File: src/rtl/load_store_unit.sv
// Load/store unit for the MEM stage: drives a 256x32 word memory,
// with sub-word read-modify-write, load extension and access checks.
module load_store_unit (
   input  logic        clk,
   input  logic        rst_n,
   input  logic        req_valid,
   output logic        req_ready,
   input  logic        req_we,
   input  logic [2:0]  req_funct3,
   input  logic [31:0] req_addr,
   input  logic [31:0] req_wdata,
   output logic        resp_valid,
   output logic [31:0] resp_rdata,
   output logic        resp_err,
   output logic        stall,
   output logic [7:0]  mem_address,
   output logic        mem_read,
   output logic        mem_write,
   output logic [31:0] mem_wdata,
   input  logic [31:0] mem_rdata
);

   typedef enum logic [1:0] {
      IDLE,
      RD,
      WR,
      RESP
   } state_t;

   state_t      state;
   logic        we_q;
   logic [2:0]  f3_q;
   logic [1:0]  lane_q;
   logic [7:0]  word_q;
   logic [31:0] wdata_q;
   logic [31:0] wword_q;
   logic [31:0] rdata_q;
   logic        err_q;

   logic        legal_ld;
   logic        legal_st;
   logic        acc_err;
   logic        accept;
   logic [4:0]  shamt;
   logic [31:0] shifted;
   logic [31:0] ld_ext;
   logic [31:0] merged;

   assign req_ready   = rst_n && (state == IDLE);
   assign accept      = req_valid && req_ready;
   assign stall       = (state != IDLE);
   assign resp_valid  = (state == RESP);
   assign resp_rdata  = rdata_q;
   assign resp_err    = err_q;
   assign mem_address = word_q;
   assign mem_wdata   = wword_q;
   assign mem_read    = rst_n && (state == RD);
   assign mem_write   = rst_n && (state == WR);

   always_comb begin
      legal_ld = 1'b0;
      legal_st = 1'b0;
      unique case (req_funct3)
         3'b000, 3'b001, 3'b010: begin
            legal_ld = 1'b1;
            legal_st = 1'b1;
         end
         3'b100, 3'b101: legal_ld = 1'b1;
         default: ;
      endcase
   end

   always_comb begin
      acc_err = req_we ? !legal_st : !legal_ld;
      if (|req_addr[31:10])
         acc_err = 1'b1;
      if (req_funct3[1:0] == 2'b01 && req_addr[0])
         acc_err = 1'b1;
      if (req_funct3[1:0] == 2'b10 && |req_addr[1:0])
         acc_err = 1'b1;
   end

   assign shamt   = {lane_q, 3'b000};
   assign shifted = mem_rdata >> shamt;

   always_comb begin
      ld_ext = mem_rdata;
      unique case (f3_q)
         3'b000:  ld_ext = {{24{shifted[7]}}, shifted[7:0]};
         3'b001:  ld_ext = {{16{shifted[15]}}, shifted[15:0]};
         3'b100:  ld_ext = {24'h0, shifted[7:0]};
         3'b101:  ld_ext = {16'h0, shifted[15:0]};
         default: ld_ext = mem_rdata;
      endcase
   end

   // Replace only the addressed lanes of the word just read.
   always_comb begin
      if (f3_q[1:0] == 2'b00)
         merged = (mem_rdata & ~(32'h0000_00ff << shamt))
                | ({24'h0, wdata_q[7:0]} << shamt);
      else
         merged = (mem_rdata & ~(32'h0000_ffff << shamt))
                | ({16'h0, wdata_q[15:0]} << shamt);
   end

   always_ff @(posedge clk) begin
      if (!rst_n) begin
         state   <= IDLE;
         we_q    <= 1'b0;
         f3_q    <= 3'b000;
         lane_q  <= 2'b00;
         word_q  <= 8'h00;
         wdata_q <= 32'h0;
         wword_q <= 32'h0;
         rdata_q <= 32'h0;
         err_q   <= 1'b0;
      end else begin
         unique case (state)
            IDLE: begin
               if (accept) begin
                  we_q    <= req_we;
                  f3_q    <= req_funct3;
                  lane_q  <= req_addr[1:0];
                  word_q  <= req_addr[9:2];
                  wdata_q <= req_wdata;
                  if (acc_err) begin
                     err_q <= 1'b1;
                     state <= RESP;
                  end else if (!req_we) begin
                     state <= RD;
                  end else if (req_funct3[1:0] == 2'b10) begin
                     wword_q <= req_wdata;
                     state   <= WR;
                  end else begin
                     state <= RD;
                  end
               end
            end
            RD: begin
               if (we_q) begin
                  wword_q <= merged;
                  state   <= WR;
               end else begin
                  rdata_q <= ld_ext;
                  state   <= RESP;
               end
            end
            WR: state <= RESP;
            RESP: begin
               rdata_q <= 32'h0;
               err_q   <= 1'b0;
               state   <= IDLE;
            end
         endcase
      end
   end

endmodule

File: config.mk
export PLATFORM = sky130hd
export DESIGN_NAME = load_store_unit
export DESIGN_NICKNAME = d
export VERILOG_FILES = /design/src/rtl/load_store_unit.sv
export SDC_FILE = /design/constraint.sdc
export NUM_CORES = 1
export LEC_CHECK = 0
export ABC_AREA = 0
export CORE_UTILIZATION = 49
export DETAILED_ROUTE_END_ITERATION = 12
export PLACE_DENSITY = 0.95
export REMOVE_ABC_BUFFERS = 1
export SYNTH_ARGS = -nofsm -noshare
export SYNTH_HDL_FRONTEND = slang
export SYNTH_SLANG_ARGS = --single-unit
File: constraint.sdc
create_clock -name clk -period 4.3 [get_ports clk]
set_input_delay 0.86 -clock clk [delete_from_list [all_inputs] [get_ports clk]]
set_output_delay 0.86 -clock clk [all_outputs]
set_load 0.005 [all_outputs]
* Yosys cells after proc, flatten, opt, wreduce, memory -nomap -nowiden
Index checks and enable logic that the tools add are counted.
** Storage, ports and cells
- Register bits :: 97
- Input bits :: 103
- Output and inout bits :: 78
- Word-level logic and storage cells :: 88
** Cells by class
- Equal/unequal tests :: 19
- Shifts and indexed selects :: 5
- Mux-type cells :: 25
- Bitwise logic cells :: 6
- Reductions and logical operators :: 24
** Operator list (number)
- $mux 32 :: 7
- $pmux 32 s2 :: 2
- $pmux 32 s4 :: 1
- $and 32x32->32 :: 2
- $not 32->32 :: 2
- $or 32x32->32 :: 2
- $shl 16x5->32 :: 1
- $shl 16x5->32 const A :: 1
- $shl 8x5->32 :: 1
- $shl 8x5->32 const A :: 1
- $shr 32x5->16 :: 1
- $reduce_or 22->1 :: 1
- $eq 3x3->1 const B :: 4
- $ne 2x2->1 const B :: 6
- $mux 1 :: 9
- $mux 2 :: 4
- $pmux 2 s4 :: 1
- $reduce_bool 2->1 :: 4
- $eq 2x2->1 const B :: 3
- $eq 3x1->1 const B :: 2
- $logic_and 1x1->1 :: 6
- $logic_not 3->1 :: 2
- $reduce_and 6->1 :: 1
- $reduce_or 5->1 :: 1
- other kinds (10) :: 14

* Longest topological paths before layout
- Depth after elaboration :: 11
- Depth in mapped cells :: 10

* Worst setup path before layout
No wires, ideal clock.
- Path type :: input-to-output
- Start :: in rst_n
- End :: out mem_read
- Data arrival time :: 1.462 ns
- Required time :: 3.440 ns
- Slack :: 1.978 ns
- Stages :: 3
- Path through :: clkbuf_1 -> clkbuf_1 -> and2_1
** Between the ends
- Cells in the longest elaborated chain, start to end :: 1
** Ends and longest elaborated chain
- from (decl) :: line 5 : input logic rst_n,
- $logic_and 1x1->1 :: line 57 : assign mem_read = rst_n && (state == RD);
- to (decl) :: line 17 : output logic mem_read,
Every way passes these cells.

* Worst setup path in the final report
- Start :: reg state[1]
- End :: out mem_read
** Between the ends
- Cells in the longest elaborated chain, start to end :: 2
** Ends and longest elaborated chain
- from (decl) :: line 30 : state_t state;
- from (signal assigned) :: line 109 : state <= IDLE;
- from (signal assigned) :: line 129 : state <= RESP;
- from (signal assigned) :: line 131 : state <= RD;
- $eq 2x1->1 :: line 57
- $logic_and 1x1->1 :: line 57
Every way passes these cells.

==> metrics.yaml <==
drive_gt1_frac: 0.0486
portBuffers: 180
hold_viol: 0
n_fill_cell: 812
synth_cells: 605
r2r_start: "state[1]$_SDFFE_PN0P_"
drv.max_cap_violation_count: 0
register_area_um2: 1940
synthDistinctLibCells: 48
hold_class: "register to register"
drt_iter0_drc: 439
routed_wl_mm: 16.6
numCtsBuffers: 9
startpoint: "state[1]$_SDFFE_PN0P_"
drc: 0
drtPass1Iterations: 5
p_per_area_nw_per_um2: 433
grt_pass1_wl_mm: 25.9
num_io_pins: 181
dieArea_um2: 10600
use_met1: 0.405
cts_setup_buffers: 0
async_reset_ff_frac: 0
arrival_ps: 2200
finalCritPeriodShare: 0.711
clock_path_buffers: 2
cts_hold_buf: 0
track_usage: 0.316
top_usage_layer: "met2"
reg2reg_to: "resp_rdata[14]$_SDFFE_PN0P_"
finalHoldWorstSlack_ps: 464
tightestPinTransition_ps: 946
synth_top_area_share: 0.388
peakVddDrop_mv: 0.233
maxSlewViolCount: 0
power.leakage_nw: 2.67
routed_via_density: 6.06
rsz0062_at_grt: "no"
synth-main-ff-cell: "dfxtp_1"
die_h_um: 103
yosysSeqAreaShare: 0.388
setup_viol_count_final: 0
status: "finished clean"
post_cts_resize_count: 0
r2r_cells: 8
h-tree-depth: 3
fin_worst_skew_ps: 5.25
worstSetupPathType: "register to output pin"
worstPathRequired_ps: 3440
antenna_found_initial: 0
dr_total_vias: 5418
grt_max_degree: 72
routabilityCongestion: 0.904
slew_headroom: 0.367
multi_input_area_um2: 2820
crit_path_end_kind: "output pin"
initial_core_util: 0.510
crit_end: "mem_read"
ys_warn_count: 0
path_clk_slew_ps: 90
synth_area_um2: 5010
ant_nets: 0
cts_tree: "done"
critPathLaunchType: "register"
die_w_um: 103
cts.sinks: 97
nets: 868
first_global_vias: 5153
use_met2: 0.519
min_period_ps: 3060
crit_fanout: 43
hpwl_mm: 12.4
wl_per_cell_um: 18.6
rows: 36
fmax_ghz: 0.327
grt.overflow.total: 0
avgSynthCellArea_um2: 8.28
r2r_setup_slack_ps: 1490
ys_ff_latch: 97
synth_edf_count: 0
met3_usage: 0.0583
core_um2: 9820
area_growth_pct: 40.2
yosysTopAreaCell: "dfxtp_1"
num_antenna_cells: 0
clock_latency_ps: 370
cts-root-buf: "clkbuf_8"
power_w: 0.00304
synth_area_leaders: "dfxtp_1 39%, nand2_1 10%, mux2i_1 8.4%, o21ai_0 7.5%, a221o_1 6.2%"
cells in the mapped netlist, types with 2 or more instances:
cell type / n
nand2_1: 136
dfxtp_1: 97
o21ai_0: 75
mux2i_1: 42
clkbuf_1: 34
a221o_1: 31
o211ai_1: 24
a21oi_1: 18
a31oi_1: 17
and2_1: 15
inv_1: 13
buf_2: 10
ha_1: 9
nor2_1: 9
a21boi_0: 8
o221ai_1: 8
o22ai_1: 7
a31o_2: 6
nor4_1: 5
and3_1: 3
clkinv_1: 3
nand2b_1: 3
nor2b_1: 3
a31o_1: 2
buf_6: 2
nand3_1: 2
or2_2: 2
flip-flops by register name, summed over array words and instances, names as in the netlist, 2 cells and up:
signal	count
mem_wdata	32
resp_rdata	32
wdata_q	16
mem_address	8
f3_q	3
lane_q	2
state	2
worst min path at each step:
stage,endpoint,slack (ps),start,depth (start not counted)
detailed placement,resp_rdata[12]$_SDFFE_PN0P_,450,resp_rdata[12]$_SDFFE_PN0P_,2
global placement,resp_rdata[12]$_SDFFE_PN0P_,440,resp_rdata[12]$_SDFFE_PN0P_,2
finish,mem_wdata[23]$_SDFFE_PN0P_,460,mem_wdata[23]$_SDFFE_PN0P_,2
floorplan,resp_rdata[10]$_SDFFE_PN0P_,450,resp_rdata[10]$_SDFFE_PN0P_,2
global route,mem_wdata[20]$_SDFFE_PN0P_,490,mem_wdata[20]$_SDFFE_PN0P_,2
CTS,mem_wdata[23]$_SDFFE_PN0P_,460,mem_wdata[23]$_SDFFE_PN0P_,2
kinds of logic (layout without fill, tap and decap cells):
| group | count (synthesis) | after routing | share of synthesized area |
|---|---|---|---|
| AO/OA/AOI/OAI | 208 | 208 | 0.284 |
| multiplexers | 44 | 44 | 0.0937 |
| adder cells (fa/ha/maj) | 9 | 9 | 0.0225 |
| flip-flops | 97 | 97 | 0.388 |
| buffers and inverters | 63 | 219 | 0.0527 |
| AND/OR/NAND/NOR | 184 | 184 | 0.159 |
layout by cell type (no fill, tap or decap), types with 6 or more instances in the layout:
cell and n:
buf_4 8, inv_1 13, o21ai_0 75, nor2_1 9
clkbuf_8 11, a21oi_1 18, nand2_1 136, mux2i_1 42
o211ai_1 24, ha_1 9, a21boi_0 8, and2_1 15
clkdlybuf4s50_1 179, a221o_1 31, o22ai_1 7, a31oi_1 16
a31o_2 6, dfxtp_1 97, o221ai_1 8
final cells by class:
type,instances,share of cell area
inverter,16,0.00855
clock buffer,13,0.0226
clock inverter,3,0.00338
multi-input combinational,445,0.402
timing repair buffer,187,0.264
tap,133,0.0237
sequential,97,0.277
power breakdown:
| group | switching (W) | leakage (nW) | total, W | internal, W |
|---|---|---|---|---|
| combinational | 0.000695 | 1.79 | 0.00131 | 0.000611 |
| clock | 0.000317 | 0.0863 | 0.000562 | 0.000245 |
| sequential | 0.000124 | 0.789 | 0.00117 | 0.00105 |
| total | 0.00114 | 2.67 | 0.00304 | 0.00191 |
per-stage QoR:
stage / TNS (ps) / utilization / cells / instance area (um^2) / worst slack [ps]
4_1_cts: 0 / 0.715 / 894 / 7020 / 1250
6_report: 0 / 0.715 / 894 / 7020 / 1240
2_1_floorplan: -3520 / - / 558 / 4810 / -110
3_5_place_dp: 0 / 0.697 / 878 / 6840 / 1350
5_1_grt: 0 / 0.715 / 894 / 7020 / 1140
3_3_place_gp: 0 / 0.697 / 878 / 6840 / 1430
routing by layer:
layer	share of wire	up-vias
met5	0	-
met3	0.088	51
li1	-	2500
met4	0.032	0
met1	0.41	2537
met2	0.47	330
worst max-delay path: stages, from the launching register on:
cell and delay [ps]:
dfxtp_1 350, inv_1 110, ha_1 210, buf_4 410, and2_1 220, clkdlybuf4s50_1 500
(Power assumes the default switching activity.)
